--- src/rtl/fpalu_pkg.sv ---
// Shared constants and types for the FP adder pre-alignment stage.
package fpalu_pkg;

  localparam int unsigned EXP_W  = 8;
  localparam int unsigned MAN_W  = 23;
  localparam int unsigned GRS_W  = 3;
  localparam int unsigned FP_W   = 1 + EXP_W + MAN_W;
  localparam int unsigned HSIG_W = 1 + MAN_W;           // hidden bit + mantissa
  localparam int unsigned SIG_W  = HSIG_W + GRS_W;      // aligned significand width

  localparam logic [EXP_W-1:0] EXP_MAX = 8'hFF;
  localparam logic [FP_W-1:0]  QNAN    = 32'h7FC00000;

  // binary32 field positions
  localparam int unsigned SIGN_BIT = FP_W - 1;
  localparam int unsigned EXP_MSB  = FP_W - 2;
  localparam int unsigned EXP_LSB  = MAN_W;
  localparam int unsigned MAN_MSB  = MAN_W - 1;

  typedef enum logic [1:0] {
    SPC_NONE = 2'b00,
    SPC_NAN  = 2'b01,
    SPC_INF  = 2'b10
  } spc_e;

  // Payload held between the unpack/order stage and the align stage
  typedef struct packed {
    logic              swap;
    logic              sign_l;
    logic              sign_s;
    logic [EXP_W-1:0]  exp;
    logic [EXP_W-1:0]  d;
    logic [HSIG_W-1:0] sig_l;
    logic [HSIG_W-1:0] sig_s;
    spc_e              spc;
    logic [FP_W-1:0]   spc_val;
  } s1_t;

endpackage

--- src/rtl/fpalu_shift_sticky.sv ---
// Combinational right shift of a significand with sticky collection into bit 0.
//   i_sig   : significand with GRS bits (low bits zero on entry)
//   i_shamt : shift distance (exponent difference)
//   o_sig   : shifted significand, bit 0 ORed with every bit shifted out
module fpalu_shift_sticky
  import fpalu_pkg::*;
(
  input  logic [SIG_W-1:0] i_sig,
  input  logic [EXP_W-1:0] i_shamt,
  output logic [SIG_W-1:0] o_sig
);

  localparam int unsigned AMT_W = $clog2(SIG_W);

  logic              w_full;
  logic [AMT_W-1:0]  w_amt;
  logic [SIG_W-1:0]  w_shifted;
  logic [SIG_W-1:0]  w_mask;
  logic              w_sticky;

  assign w_full    = (i_shamt >= EXP_W'(SIG_W));
  assign w_amt     = i_shamt[AMT_W-1:0];
  assign w_shifted = i_sig >> w_amt;
  // Mask selects exactly the bits that fall off the bottom
  assign w_mask    = ~({SIG_W{1'b1}} << w_amt);
  assign w_sticky  = |(i_sig & w_mask);

  always_comb begin
    o_sig = {w_shifted[SIG_W-1:1], w_shifted[0] | w_sticky};
    if (w_full) begin
      o_sig = {{(SIG_W-1){1'b0}}, |i_sig};
    end
  end

endmodule

--- src/rtl/fpalu_align.sv ---
// Two-stage pre-alignment for the binary32 adder: unpack/classify/order, then
// right-shift the smaller significand to the larger exponent keeping G/R/S.
//   clk, rst              : clock, synchronous active-high reset
//   in_valid/in_ready     : operand pair handshake (a_in, b_in)
//   out_valid/out_ready   : aligned result handshake
//   out_swap              : B was the larger magnitude
//   out_sign_a/out_sign_b : signs of larger / smaller operand
//   out_exp               : common biased exponent
//   out_sig_a/out_sig_b   : larger significand / aligned smaller significand
//   out_special(_val)     : NaN/inf bypass class and value
module fpalu_align
  import fpalu_pkg::*;
(
  input  logic             clk,
  input  logic             rst,
  input  logic             in_valid,
  output logic             in_ready,
  input  logic [FP_W-1:0]  a_in,
  input  logic [FP_W-1:0]  b_in,
  output logic             out_valid,
  input  logic             out_ready,
  output logic             out_swap,
  output logic             out_sign_a,
  output logic             out_sign_b,
  output logic [EXP_W-1:0] out_exp,
  output logic [SIG_W-1:0] out_sig_a,
  output logic [SIG_W-1:0] out_sig_b,
  output logic [1:0]       out_special,
  output logic [FP_W-1:0]  out_special_val
);

  logic             w_a_sign, w_b_sign;
  logic [EXP_W-1:0] w_a_exp, w_b_exp;
  logic [MAN_W-1:0] w_a_man, w_b_man;
  logic             w_a_nan, w_b_nan, w_a_inf, w_b_inf;
  logic             w_swap;
  logic [EXP_W-1:0] w_l_exp, w_s_exp, w_l_eff, w_s_eff;
  logic [MAN_W-1:0] w_l_man, w_s_man;
  spc_e             w_spc;
  logic [FP_W-1:0]  w_spc_val;
  s1_t              w_s1_next;
  logic             w_s1_moves;
  logic [SIG_W-1:0] w_sig_b;

  logic             r_s1_valid;
  s1_t              r_s1;

  assign w_a_sign = a_in[SIGN_BIT];
  assign w_b_sign = b_in[SIGN_BIT];
  assign w_a_exp  = a_in[EXP_MSB:EXP_LSB];
  assign w_b_exp  = b_in[EXP_MSB:EXP_LSB];
  assign w_a_man  = a_in[MAN_MSB:0];
  assign w_b_man  = b_in[MAN_MSB:0];

  assign w_a_nan = (w_a_exp == EXP_MAX) && (w_a_man != '0);
  assign w_b_nan = (w_b_exp == EXP_MAX) && (w_b_man != '0);
  assign w_a_inf = (w_a_exp == EXP_MAX) && (w_a_man == '0);
  assign w_b_inf = (w_b_exp == EXP_MAX) && (w_b_man == '0);

  // Raw {exp,man} compare orders by magnitude; ties keep A as the larger
  assign w_swap  = ({w_b_exp, w_b_man} > {w_a_exp, w_a_man});
  assign w_l_exp = w_swap ? w_b_exp : w_a_exp;
  assign w_s_exp = w_swap ? w_a_exp : w_b_exp;
  assign w_l_man = w_swap ? w_b_man : w_a_man;
  assign w_s_man = w_swap ? w_a_man : w_b_man;

  // Denormals share the exponent of the smallest normal
  assign w_l_eff = (w_l_exp == '0) ? EXP_W'(1) : w_l_exp;
  assign w_s_eff = (w_s_exp == '0) ? EXP_W'(1) : w_s_exp;

  // Special-value classification
  always_comb begin
    w_spc     = SPC_NONE;
    w_spc_val = '0;
    if (w_a_nan || w_b_nan || (w_a_inf && w_b_inf && (w_a_sign != w_b_sign))) begin
      w_spc     = SPC_NAN;
      w_spc_val = QNAN;
    end else if (w_a_inf) begin
      w_spc     = SPC_INF;
      w_spc_val = a_in;
    end else if (w_b_inf) begin
      w_spc     = SPC_INF;
      w_spc_val = b_in;
    end
  end

  // Stage-1 payload
  always_comb begin
    w_s1_next         = '0;
    w_s1_next.swap    = w_swap;
    w_s1_next.sign_l  = w_swap ? w_b_sign : w_a_sign;
    w_s1_next.sign_s  = w_swap ? w_a_sign : w_b_sign;
    w_s1_next.exp     = w_l_eff;
    w_s1_next.d       = w_l_eff - w_s_eff;
    w_s1_next.sig_l   = {(w_l_exp != '0), w_l_man};
    w_s1_next.sig_s   = {(w_s_exp != '0), w_s_man};
    w_s1_next.spc     = w_spc;
    w_s1_next.spc_val = w_spc_val;
  end

  assign w_s1_moves = !out_valid || out_ready;
  assign in_ready   = !r_s1_valid || w_s1_moves;

  // Stage 1: unpack/order register
  always_ff @(posedge clk) begin
    if (rst) begin
      r_s1_valid <= 1'b0;
      r_s1       <= '0;
    end else if (in_ready) begin
      r_s1_valid <= in_valid;
      if (in_valid) begin
        r_s1 <= w_s1_next;
      end
    end
  end

  fpalu_shift_sticky u_shift (
    .i_sig   ({r_s1.sig_s, GRS_W'(0)}),
    .i_shamt (r_s1.d),
    .o_sig   (w_sig_b)
  );

  // Stage 2: aligned output register
  always_ff @(posedge clk) begin
    if (rst) begin
      out_valid       <= 1'b0;
      out_swap        <= 1'b0;
      out_sign_a      <= 1'b0;
      out_sign_b      <= 1'b0;
      out_exp         <= '0;
      out_sig_a       <= '0;
      out_sig_b       <= '0;
      out_special     <= '0;
      out_special_val <= '0;
    end else if (w_s1_moves) begin
      out_valid <= r_s1_valid;
      if (r_s1_valid) begin
        out_swap        <= r_s1.swap;
        out_sign_a      <= r_s1.sign_l;
        out_sign_b      <= r_s1.sign_s;
        out_exp         <= r_s1.exp;
        out_sig_a       <= {r_s1.sig_l, GRS_W'(0)};
        out_sig_b       <= w_sig_b;
        out_special     <= r_s1.spc;
        out_special_val <= r_s1.spc_val;
      end
    end
  end

endmodule

--- config.mk ---
export PLATFORM = sky130hd
export DESIGN_NAME = fpalu_align
export DESIGN_NICKNAME = d
export VERILOG_FILES = /design/src/rtl/fpalu_pkg.sv /design/src/rtl/fpalu_shift_sticky.sv /design/src/rtl/fpalu_align.sv
export SDC_FILE = /design/constraint.sdc
export NUM_CORES = 1
export LEC_CHECK = 0
export CAP_MARGIN = 20
export CORE_MARGIN = 2
export CORE_UTILIZATION = 42
export CTS_CLUSTER_SIZE = 20
export DETAILED_ROUTE_END_ITERATION = 12
export PLACE_DENSITY = 0.71
export SLEW_MARGIN = 20
export SYNTH_ARGS = -nofsm -noshare
export SYNTH_HDL_FRONTEND = slang
export SYNTH_HIERARCHICAL = 1
export SYNTH_SLANG_ARGS = --single-unit
export TNS_END_PERCENT = 1
--- constraint.sdc ---
create_clock -name clk -period 9.5 [get_ports clk]
set_input_delay 1.9 -clock clk [delete_from_list [all_inputs] [get_ports clk]]
set_output_delay 1.9 -clock clk [all_outputs]
set_load 0.05 [all_outputs]
==> results of run 1 <==
## placed cells by master (no fill, tap or decap), types with 23 or more instances in the layout
cell / netlist / final
a21oi_1: 172 / 172
mux2i_1: 46 / 46
inv_1: 41 / 41
nor2_1: 122 / 122
nor4_1: 23 / 23
and2_1: 28 / 27
clkdlybuf4s50_1: 0 / 164
ha_1: 38 / 38
nand2_1: 250 / 250
dfxtp_1: 199 / 199
a211oi_1: 62 / 62
## metal layers
metal / share of wire (%) / up-vias / GRT usage [%] / wire length (um)
met4: 2.1 / 0 / 7.20 / 614
met1: 47 / 4461 / 31.3 / 13800
met2: 45 / 298 / 34.0 / 13000
met3: 5.8 / 44 / 4.37 / 1680
li1: - / 4734 / - / -
met5: 0 / - / 0 / 0
## cell type report
cell class,instances,area (sq um),share of cell area (%)
Clock buffer,18,439,3.42
Clock inverter,14,175,1.36
Inverter,43,166,1.30
Multi-Input combinational cell,964,5930,46.2
Sequential cell,199,3980,31.0
Tap cell,324,405,3.16
Timing Repair Buffer,175,1740,13.5
## per-stage QoR
step	setup slack (ps)	cell area [sq um]	util (%)	cells	hold slack [ps]
after CTS	3710	12800	52.5	1736	441
final	3660	12800	52.6	1737	430
after detailed placement	3240	12200	50.0	1704	436
after global routing	3370	12800	52.6	1737	462
after global placement	3350	12200	50.0	1704	433
after floorplan	4320	10500	-	1302	420
## synthesized netlist by cell type (all sizes together), types with 3 or more instances
master	number	area, sq um
nand2	250	938
dfxtp	199	3980
a21oi	172	861
nor2	122	458
a211oi	64	490
clkbuf	61	229
mux2i	46	460
inv	42	163
ha	38	475
buf	35	226
and2	29	184
nor4	24	156
mux4	20	484
o21ai	18	101
nand3	16	80.1
nand4	14	87.6
o21a	13	97.6
nand2b	12	75.1
nor3	12	60.1
o211ai	11	82.6
mux2	10	113
a21o	6	45.0
a311o	5	50.1
xnor2	5	43.8
a2bb2oi	4	35.0
and3	4	25.0
nand3b	4	30.0
nor2b	4	25.0
maj3	3	31.3
o2111ai	3	26.3
or2	3	18.8
## worst max path at each step
stage | from | endpoint | cells past startpoint
finish | a_in[8] | r_s1[89]$_SDFFE_PP0P_ | 18
global route | a_in[28] | r_s1[88]$_SDFFE_PP0P_ | 19
CTS | a_in[8] | r_s1[89]$_SDFFE_PP0P_ | 18
detailed placement | a_in[8] | r_s1[89]$_SDFFE_PP0P_ | 18
global placement | a_in[8] | r_s1[89]$_SDFFE_PP0P_ | 18
floorplan | a_in[10] | r_s1[89]$_SDFFE_PP0P_ | 18
## sequential cells by signal, summed over array words and instances, names as in the netlist, 2 cells and up
register and count:
r_s1 101, out_exp 8, out_sig_a 24, out_special_val 32, out_special 2, out_sig_b 27
## cell families after synthesis
kind of cell / synth area share (%)
simple gates: 20.9
compound gates: 19.3
flops: 38.1
buf+inv: 5.95
mux: 10.1
fa+ha+maj: 5.04
xor+xnor: 0.586
other cells: 0.0359
## critical path, cell delays in order
cell and delay (ps):
clkdlybuf4s50_1 500, inv_1 70, ha_1 320, a21oi_1 190, o21ai_1 80, a221o_1 400, o21a_1 240, o21ai_4 540
mux2_1 420, ha_1 360, a21o_1 230, a21o_1 200, a21oi_1 190, o21bai_1 90, a21oi_1 140, o31ai_1 100
nand3b_1 120, o211ai_1 80
## report_power, final
group | total [uW] | internal [uW] | switching [uW]
Combinational | 600 | 234 | 366
Clock | 749 | 365 | 383
Sequential | 918 | 877 | 40.9
Total | 2270 | 1480 | 791
==> summary.txt, run 1 <==
status = finished clean
Syn Area/Cell = 8.13 sq um
startpoint class of the critical path = input pin
Distinct cells, synth = 74
root buffer cell = clkbuf_16
Worst Skew = 26.3 ps
core footprint = 24400 sq um
Fillers = 2309
H-tree lvl count = 4
Final Hold Violating Endpoints = 0
Final Total Pwr = 2270 uW
Post-synth EDFFs = 0
Synth Register Bits = 199
CTS Sinks = 199
die height = 162 um
crit-path max FO = 26
register area share after synthesis = 38.1%
Achievable Freq = 171 MHz
max-slew violations = 0
layout cells sized above 1 = 5.31%
hold path endpoint = out_sig_a[25]$_SDFFE_PP0P_
Ant. Diodes = 0
fin crit period = 5840 ps
R2R depth = 8
Fin Setup TNS = 0 ps
CP arrival = 6170 ps
R2R Path End = out_sig_b[0]$_SDFFE_PP0P_
flop2flop setup slack = 6490 ps
TritonCTS clock tree = built
HP Class = reg -> reg
TritonCTS Buffers = 17
synthesized cell area = 10500 sq um
Critical R2R Launch = r_s1[84]$_SDFFE_PP0P_
ANT nets after route = 0
all-layer global routing usage = 22.1%
number of global-route vias before repair = 8826
boundary pin count = 169
vias post-DR = 9537
global route overflow = 0
critical path endpoint category = flip-flop
Power Density = 177 nW/um^2
worst skew pair latency = 460 ps
yosys warns = 6
Die Wd = 162 um
Port Buffer Count = 165
CTS Hold Bufs = 0
postcts setup bufs = 0
LEAKAGE = 0.00480 uW
crit share post-route = 61.4%
Final Wtd Congestion = 0.899
hold path start = r_s1[80]$_SDFFE_PP0P_
antenna violations before repair = 0
DPL Wire Length = 20300 um
final setup vio count = 0
DRT iter0 DRCs = 782
Via density = 5.49
Worst Path Required = 9840 ps
# rows = 57
global-route wire length before repair = 46700 um
clk buf depth = 2
ys flop type = dfxtp_1
layout net count = 1507
pin count of the biggest net entering global routing = 109
drt pass-1 iters = 5
Slew @ Worst Pin = 1080 ps
Slew Limit Headroom = 27.9%
cells after synthesis = 1286
max-cap viol count = 0
critical setup path kind = in -> reg
Post-CTS Resized = 0
CTS clk-pin slew, worst paths = 90 ps
die area = 26200 sq um
wirelength, routed = 29100 um
worst vdd ir = 0.0920 mV
DRC = 0
WHS Path Cells = 2
share of flip-flops with an asynchronous set or reset = 0%
initial core utilization = 42.9%
RSZ-0062 raised after global routing = false
area delta synth->final = 22.7%
Avg WL per Cell = 16.8 um
No activity file was read; power rests on OpenSTA's default activity.
==> run 2: changes to the inputs <==
--- a/config.mk
+++ b/config.mk
@@ -10,7 +10,7 @@
 export CORE_UTILIZATION = 42
 export CTS_CLUSTER_SIZE = 20
 export DETAILED_ROUTE_END_ITERATION = 12
-export PLACE_DENSITY = 0.71
+export PLACE_DENSITY = 0.74
 export SLEW_MARGIN = 20
 export SYNTH_ARGS = -nofsm -noshare
 export SYNTH_HDL_FRONTEND = slang
==> constraint.sdc (replaced) <==
create_clock -name clk -period 4.7 [get_ports clk]
set_input_delay 0.94 -clock clk [delete_from_list [all_inputs] [get_ports clk]]
set_output_delay 0.94 -clock clk [all_outputs]
set_load 0.05 [all_outputs]
==> run 2 against run 1 <==
Sequential share of layout area down 1.2 points; combinational power is 110% higher; total power rose by 110%; wire length up 0.27%; first-iteration DRC count is 5.5% lower; core utilization up 2.1 points; design area rose by 3.9%; critical path depth is the same; largest cell class unchanged; largest power group unchanged; highest routed layer unchanged.
==> summary.txt, run 2 (synthesis gave the netlist of run 1 again) <==
status = finished clean
Util after Layout = 54.7%
CTS Sinks = 199
Fin Setup TNS = 0 ps
die area = 26200 sq um
HP Class = reg -> reg
Final Hold Violating Endpoints = 0
Port Buffer Count = 165
die height = 162 um
TritonCTS clock tree = built
number of global-route vias before repair = 9408
Power Density = 351 nW/um^2
initial core utilization = 42.9%
max reg flops = 101
# rows = 57
global-route wire length before repair = 48100 um
Largest Register = r_s1
worst skew pair latency = 440 ps
Worst Skew = 12.2 ps
RSZ-0062 raised after global routing = false
Critical Path, Cell by Cell = clkdlybuf4s50_1 -> inv_1 -> ha_1 -> a21oi_1 -> o21ai_1 -> a221o_1 -> o21a_1 -> o21ai_4 -> mux2_1 -> ha_1 -> a21o_1 -> a21o_1 -> a21oi_1 -> o21bai_1 -> a21oi_1 -> o31ai_1 -> nand3b_1 -> o211ai_1
GRT met1 Usage = 30.9%
TritonCTS Buffers = 17
switching share of power = 34.3%
core footprint = 24400 sq um
layout cells sized above 1 = 9.55%
CTS clk-pin slew, worst paths = 90 ps
Fillers = 2297
GRT Max-Usage Layer = met2
crit-path max cell delay = 470 ps
Ant. Diodes = 0
CP arrival = 4740 ps
sequential share of power = 40.0%
M2 GR Usage = 36.2%
root buffer cell = clkbuf_16
Largest regs = r_s1: 101 flops, out_special_val: 32 flops, out_sig_b: 27 flops
Achievable Freq = 226 MHz
critical path endpoint category = flip-flop
Die Wd = 162 um
max-slew violations = 0
critical setup path kind = in -> reg
boundary pin count = 169
clk buf depth = 2
met3 usage = 4.70%
ANT nets after route = 0
layout net count = 1571
leading cell types in the layout, fill and taps excluded = nand2_1, dfxtp_1, a21oi_1, clkdlybuf4s50_1, nor2_1
global route overflow = 0
antenna violations before repair = 1
Final Wtd Congestion = 0.917
postcts setup bufs = 0
fin crit period = 4430 ps
vias post-DR = 9765
slowest stage cell, crit path = clkdlybuf4s50_1
final setup vio count = 0
clock share of power = 33.3%
DRT iter0 DRCs = 739
crit share post-route = 94.2%
Via density = 5.42
startpoint class of the critical path = input pin
pin count of the biggest net entering global routing = 97
max-cap viol count = 0
area delta synth->final = 27.6%
Slew Limit Headroom = 30.6%
Comb power frac = 26.6%
Worst Path Required = 5020 ps
net load switching power = 1610 uW
crit-path max FO = 5
worst vdd ir = 0.253 mV
P_int = 3080 uW
DPL Wire Length = 21000 um
most frequent CP cell = a21oi_1
Avg WL per Cell = 16.2 um
DRC = 0
commonest non-fill, non-tap cell in the layout = nand2_1
drt pass-1 iters = 5
LEAKAGE = 0.00512 uW
all-layer global routing usage = 22.5%
H-tree lvl count = 4
Slew @ Worst Pin = 1040 ps
wirelength, routed = 29200 um
run 2: cell count changes in the layout (fill, tap and decap cells not counted):
cell and change:
buf_12 -1, buf_4 +64, buf_6 +1, bufinv_16 +1, clkbuf_8 -1, clkinv_8 -2
clkinvlp_4 -1, inv_12 +3, inv_6 +1, inv_8 -1, nor2_1 -1, nor2_2 +1
nor4_1 -1, nor4_2 +1
run 2: metal layers:
metal / vias up / routed length [um]
met5: - / 0
met4: 0 / 454
met3: 33 / 1810
met2: 304 / 13200
met1: 4560 / 13700
li1: 4868 / -
run 2: worst paths after layout:
check,from,to,slack [ps],cells past startpoint
max,a_in[10],r_s1[89]$_SDFFE_PP0P_,270,18
min,r_s1[13]$_SDFFE_PP0P_,out_special_val[13]$_SDFFE_PP0P_,450,2
max reg2reg,r_s1[83]$_SDFFE_PP0P_,out_sig_b[0]$_SDFFE_PP0P_,1770,7
min reg2reg,r_s1[13]$_SDFFE_PP0P_,out_special_val[13]$_SDFFE_PP0P_,450,2
run 2: timing repair:
item / CTS / global route
setup endpoints to repair: 0 / 1
hold buffers: 0 / 0
endpoints found under the hold margin: 0 / 0
gates resized for setup: 0 / 2
run 2: critical path: cells and delay by family:
family                     cells  cell delay [ps]
buffers and inverters          2              530
and+or+nand+nor                1              120
muxes                          1              380
AOI/OAI and AO/OA             12             2090
adders and majority gates      2              670
run 2: area by class of cell:
cell class,instances,area (sq um),area share (%)
Multi-Input combinational cell,964,5940,44.5
Clock inverter,15,211,1.59
Inverter,43,166,1.25
Sequential cell,199,3980,29.9
Clock buffer,17,425,3.19
Tap cell,324,405,3.04
Timing Repair Buffer,239,2210,16.6
run 2: metrics by stage:
stage	instances	hold WS [ps]	setup WS, ps	area, sq um	total power [uW]
after floorplan	1302	420	485	10500	2750
after global placement	1769	430	-136	12700	3130
after detailed placement	1769	434	-228	12700	3140
after CTS	1801	445	224	13300	4700
after global routing	1801	452	10.6	13300	4910
final	1801	445	273	13300	4690
run 2: power by group through the flow:
stage / Sequential (uW) / Clock, uW / Combinational (uW)
after floorplan: 1960 / 0 / 796
after global placement: 1910 / 0 / 1220
after detailed placement: 1910 / 0 / 1230
after CTS: 1870 / 1600 / 1230
after global routing: 1890 / 1660 / 1360
final: 1880 / 1560 / 1250
==> run 3: changes to the inputs <==
--- a/config.mk
+++ b/config.mk
@@ -5,6 +5,7 @@
 export SDC_FILE = /design/constraint.sdc
 export NUM_CORES = 1
 export LEC_CHECK = 0
+export ABC_AREA = 1
 export CAP_MARGIN = 20
 export CORE_MARGIN = 2
 export CORE_UTILIZATION = 42
==> run 3 against run 2 <==
Clock skew decreased by 1.4 ps; design area increased by 0.49%; synthesized cell count increased by 23%; combinational power increased by 18%; sequential power about the same; wire length increased by 7.5%; largest cell class unchanged.
==> summary.txt, run 3 <==
area delta synth->final = 26.5%
synthesized cell area = 10600 sq um
pin count of the biggest net entering global routing = 94
LEAKAGE = 0.00582 uW
commonest non-fill, non-tap cell in the layout = nand2_1
Final Total Pwr = 4940 uW
vias post-DR = 10800
Synth Register Bits = 199
most frequent CP cell = nand2_1
final setup vio count = 0
max-slew violations = 0
drt pass-1 iters = 5
clk buf depth = 2
global-route wire length before repair = 51600 um
wirelength, routed = 31400 um
worst vdd ir = 0.183 mV
antenna violations before repair = 0
Ant. Diodes = 0
layout cells sized above 1 = 7.64%
boundary pin count = 169
Util after Layout = 53.7%
postcts setup bufs = 0
startpoint class of the critical path = input pin
RSZ-0062 raised after global routing = false
die area = 26500 sq um
crit-path max cell delay = 500 ps
status = finished clean
share of flip-flops with an asynchronous set or reset = 0%
die height = 163 um
crit-path max FO = 24
total stage count of the critical path = 23
Slew Limit Headroom = 31.9%
register area share after synthesis = 37.6%
CP bufs+invs = 4
yosys warns = 6
synth top area cells = dfxtp_1, nand2_1, o21ai_0, a21oi_1, nor2_1
Via density = 5.18
Final Hold Violating Endpoints = 0
core footprint = 25000 sq um
DPL Wire Length = 22600 um
number of global-route vias before repair = 10200
Achievable Freq = 228 MHz
Avg WL per Cell = 15.0 um
ys flop type = dfxtp_1
min setup slack post-route = 318 ps
CTS Hold Bufs = 0
TritonCTS clock tree = built
Die Wd = 163 um
CTS clk-pin slew, worst paths = 80 ps
H-tree lvl count = 4
DRT iter0 DRCs = 799
Yosys top cell area share = 37.6%
Post-CTS Resized = 0
Worst Path Required = 5030 ps
fin crit period = 4380 ps
Final Wtd Congestion = 0.920
root buffer cell = clkbuf_16
TritonCTS Buffers = 17
slowest stage cell, crit path = clkdlybuf4s50_1
count leader, synth = nand2_1
all-layer global routing usage = 24.1%
Crit path max-delay family = simple AND/OR/NAND/NOR gates
pre-CTS setup slack = -81.4 ps
Fin Setup TNS = 0 ps
HP Class = reg -> reg
Distinct cells, synth = 52
DRC = 0
ANT nets after route = 0
global route overflow = 0
CP arrival = 4720 ps
Critical Path, Cell by Cell = clkdlybuf4s50_1 -> inv_1 -> ha_1 -> nand2_1 -> nor2_1 -> nand4_1 -> nor2_4 -> nand4_4 -> nand2_4 -> nand2_1 -> nand2_1 -> nand2_1 -> nor2_2 -> a21oi_2 -> ha_1 -> fa_1 -> o21ai_0 -> a21oi_1 -> inv_1 -> a21oi_1 -> xnor2_1 -> o21ai_0 -> inv_1
Slew @ Worst Pin = 1020 ps
max reg flops = 101
cells after synthesis = 1579
Post-synth EDFFs = 0
crit share post-route = 93.2%
critical path endpoint category = flip-flop
R2R depth = 9
Power Density = 369 nW/um^2
leading cell types in the layout, fill and taps excluded = nand2_1, nor2_1, dfxtp_1, o21ai_0, a21oi_1
Largest Register = r_s1
Largest regs = r_s1: 101 flops, out_special_val: 32 flops, out_sig_b: 27 flops
top cell types by occurrence after synthesis = nand2_1, nor2_1, dfxtp_1, o21ai_0, a21oi_1
WHS Path Cells = 2
critical setup path kind = in -> reg
CTS Sinks = 199
max-cap viol count = 0
area leader, netlist = dfxtp_1
Port Buffer Count = 165
# rows = 58
Worst Skew = 10.8 ps
worst skew pair latency = 440 ps
Syn Area/Cell = 6.71 sq um
flop2flop setup slack = 1650 ps
initial core utilization = 42.4%
layout net count = 1849
==> run 3: worst register-to-register path, stage by stage (launching register included) <==
cell      delay [ps]
dfxtp_1          610
inv_1            800
nand2_2          180
a21oi_4          410
nand2_2          150
a211oi_1         380
o21ai_1          120
nor2_1           120
o21ai_0          100
nor2_1           120
==> run 3: metal layers <==
metal / global-route usage [%] / up-vias / wire [um]
li1: - / 5472 / -
met2: 40.0 / 292 / 14600
met1: 31.8 / 4991 / 14500
met4: 7.80 / 0 / 617
met5: 0 / - / 0
met3: 4.15 / 41 / 1670
==> run 3: where the power goes <==
group          switching [uW]  total (uW)  internal (uW)  leakage, uW
Sequential                102        1900           1800      0.00164
Combinational             963        1470            502      0.00387
Clock                     786        1570            786     0.000309
==> run 3: cells by family after synthesis <==
logic type / synth area share [%]
XOR/XNOR: 0.579
multiplexers: 0.0945
AO/OA/AOI/OAI: 20.8
flip-flops: 37.6
adder cells (fa/ha/maj): 4.68
buffers and inverters: 9.92
AND/OR/NAND/NOR: 26.3
other: 0.0354
==> run 3: path summary, 6_finish.rpt <==
check	startpoint	end
max	a_in[22]	r_s1[88]$_SDFFE_PP0P_
min	r_s1[3]$_SDFFE_PP0P_	r_s1[3]$_SDFFE_PP0P_
max reg2reg	r_s1[84]$_SDFFE_PP0P_	out_sig_b[4]$_SDFFE_PP0P_
min reg2reg	r_s1[3]$_SDFFE_PP0P_	r_s1[3]$_SDFFE_PP0P_
==> run 3: final cells by class <==
type                    count  area (sq um)
flip-flops and latches    199          3980
well taps                 330           413
inverters                 170           639
clock inverters            15           213
clock buffers              17           425
multi-input cells        1131          5620
fillers                  2456         11600
repair buffers            223          2110
==> run 3: through the flow <==
step | cells | cell area (sq um) | hold slack, ps
floorplan | 1592 | 10600 | 416
global placement | 2053 | 12800 | 423
detailed placement | 2053 | 12800 | 425
CTS | 2085 | 13400 | 439
global route | 2085 | 13400 | 460
finish | 2085 | 13400 | 438
==> RTL change 1: new RTL, flow settings as in run 2 <==
Reset style: asynchronous (`rst`), changed in 2 clocked blocks. Comments in the files are not updated.
--- a/src/rtl/fpalu_align.sv
+++ b/src/rtl/fpalu_align.sv
@@ -102,7 +102,7 @@
   assign in_ready   = !r_s1_valid || w_s1_moves;
 
   // Stage 1: unpack/order register
-  always_ff @(posedge clk) begin
+  always_ff @(posedge clk or posedge rst) begin
     if (rst) begin
       r_s1_valid <= 1'b0;
       r_s1       <= '0;
@@ -121,7 +121,7 @@
   );
 
   // Stage 2: aligned output register
-  always_ff @(posedge clk) begin
+  always_ff @(posedge clk or posedge rst) begin
     if (rst) begin
       out_valid       <= 1'b0;
       out_swap        <= 1'b0;
Check against the original RTL: differs if rst is asserted again (counterexample within 4 cycles, from zero or initial values and one cycle with rst high); with rst held inactive, the same outputs for 4 cycles.
==> RTL change 1 against run 2 <==
Core utilization down 0.25 points; worst setup slack better by 0.13 ns; cell area up 5.8%; routed wire length up 0.33%; non-clock buffer count up 6; critical endpoint is now r_s1[88]; maximum frequency up 3.0%; sequential cell count unchanged; area after synthesis up 5.2%; first-iteration DRC count down 3.2%; via count down 8.0%; largest cell class unchanged.
Power is not compared: it rests on default switching activity, and its combinational part moved more than twofold at a synthesized area within 25%.
==> RTL change 1: results <==
[routing]
route.met2.wl_um = 13700
finalWirelength_um = 29300
vias_per_cell = 5.58
wl_met1_um = 13100

[global_routing]
grt_pass1_wl_um = 48100
grtUsageMet2 = 0.347
grt_pass1_vias = 9052
grt_max_degree = 70
grtUsageMet3 = 0.0455
grt_antenna_before_repair = 0
met1_usage = 0.298

[setup_path]
reg2reg_slack_ns = 1.73
cp_top_family = buffers and inverters
crit_path_max_fanout = 7
critPathLaunch = a_in[4]
critPathCapture = r_s1[88]
critPathArrivalTime_ns = 4.60
r2r_end = out_sig_b[0]

[yosys]
synth_commonest_cells = dfrtp_1, nand2_1, mux2_2
ys.flop_type = dfrtp_1
synthArstFlopShare = 1.00
synth_area_leaders = dfrtp_1, mux2_2, mux2i_1
syn_area_per_cell_um2 = 10.5

[outcome]
status = complete, no violations

[timing]
relSlewSlack = 0.268
layout_min_cycle_time_ns = 4.30
hold_ws_ns = 0.480

[hold_path]
hold_end = r_s1[97]
hold_start = r_s1[97]

[final_layout]
num-fill-cells = 2235
fin_nets = 1371
fin_util = 0.544
drive_gt1_frac = 0.195
seqCellArea_um2 = 4980
clk_share = 0.0456
buffers = 245
num-nonclk-inverters = 41
num-multi-input-gates = 760
multi_input_area_um2 = 5620

[placed_design]
placed_area_um2 = 13500
pre_cts_ws_ns = -0.0123

[floorplanning]
die_w_um = 166
==> RTL change 1: cell count changes after synthesis, sizes merged, moves of 6 or more <==
cell    delta
dfrtp    +199
dfxtp    -199
nand2    -139
a21oi    -111
mux2      +98
o21ai     +59
a211oi    -52
nor2      -50
clkbuf    -29
o21a       -8
o211ai     -6
==> RTL change 1: kinds of logic (layout without fill, tap and decap cells) <==
| family | after synthesis | count (layout) | share of synthesized area |
|---|---|---|---|
| mux | 179 | 179 | 0.201 |
| other cells | 1 | 17 | 0.000341 |
| compound gates | 202 | 202 | 0.113 |
| simple gates | 313 | 313 | 0.136 |
| fa+ha+maj | 42 | 42 | 0.0479 |
| xor+xnor | 7 | 7 | 0.00557 |
| flops | 199 | 199 | 0.453 |
| buf+inv | 106 | 318 | 0.0433 |
==> RTL change 1: where the power goes <==
part	internal [mW]	switching (mW)	total (mW)
combinational	1.06	1.56	2.61
sequential	1.99	0.294	2.28
clock	0.786	0.778	1.56
total	3.83	2.63	6.46
==> RTL change 2: new RTL, flow settings as in run 2 <==
Made on the original files. `EXP_W`: 8 -> 9.
--- a/src/rtl/fpalu_pkg.sv
+++ b/src/rtl/fpalu_pkg.sv
@@ -1,7 +1,7 @@
 // Shared constants and types for the FP adder pre-alignment stage.
 package fpalu_pkg;
 
-  localparam int unsigned EXP_W  = 8;
+  localparam int unsigned EXP_W  = 9;
   localparam int unsigned MAN_W  = 23;
   localparam int unsigned GRS_W  = 3;
   localparam int unsigned FP_W   = 1 + EXP_W + MAN_W;
Ports: changed (resized a_in, b_in, out_exp and out_special_val); port bits go from 169 to 173. No check against the original RTL was run, so the function may have changed too.
==> RTL change 2 against run 2 <==
Sequential cell count is 5 higher; total power is 8.9% higher; area after synthesis is 2.7% higher; die area up 2.6%; core utilization increased by 3.0 points; first-iteration DRC count rose by 44%; combinational power is 3% higher; maximum frequency decreased by 2.5%; worst setup slack lost 0.11 ns; cell area is 8.6% higher; clock skew increased by 0.0024 ns; routed wire length grew 18%; critical path type unchanged; critical endpoint is now r_s1[91].
==> RTL change 2: results <==
[global_routing]
grt_pass1_vias = 10200
grt_antenna_before_repair = 0
track_usage = 0.247
grt_pass1_wl_um = 53700
grtUsageMet3 = 0.0376
grt_max_degree = 99

[final_layout]
fin_nets = 1673
num-multi-input-gates = 979
buf_share = 0.193
reg_top3 = r_s1 x104, out_special_val x33, out_sig_b x27
clkbuf_count = 31
num-nonclk-inverters = 42
multi_input_area_share = 0.431

[routing]
wl_met1_um = 15400
dr.first_iter.drc_count = 1067
route.met2.wl_um = 15500
wl_met3_um = 2620
finalWirelength_um = 34300

[setup_path]
critPathArrivalTime_ns = 4.98

[placed_design]
pre_cts_ws_ns = -0.508
globalplace.congestion = 0.924
port_buffers = 169
dp_hpwl_um = 24400
placed_area_um2 = 13500

[timing]
tightestPinTransition_ns = 0.995
clock_skew_ns = 0.0146

[yosys]
ys_seq_area_frac = 0.380
synthMuxAreaShare = 0.0755
synth_fa_ha_area_frac = 0.0485
synth_area_leaders = dfxtp_1, nand2_1, a21oi_1

[pwr]
leakage_nw = 5.56

[clocking]
numCtsBuffers = 23
htreeDepth = 1
clk_path_buf_depth = 3

[outcome]
status = complete, no violations
[RTL change 2: power groups by stage]
stage                     Clock [mW]  Sequential (mW)  Combinational, mW
after global placement             0             1.98               1.23
after floorplan                    0             2.00              0.769
final                           1.86             1.96               1.29
after global routing            1.96             1.96               1.39
after detailed placement           0             1.99               1.24
after CTS                       1.89             1.95               1.25
[RTL change 2: final timing paths]
kind	to	from	depth (start not counted)	slack [ns]
max	r_s1[91]	a_in[24]	19	0.16
min	out_special_val[11]	r_s1[11]	2	0.45
max reg2reg	out_sig_b[0]	r_s1[83]	8	1.78
min reg2reg	out_special_val[11]	r_s1[11]	2	0.45
[RTL change 2: cell families after synthesis]
family / Yosys count
multiplexers: 51
adder cells (fa/ha/maj): 41
buffers and inverters: 151
AO/OA/AOI/OAI: 356
other: 1
AND/OR/NAND/NOR: 510
XOR/XNOR: 4
flip-flops: 204
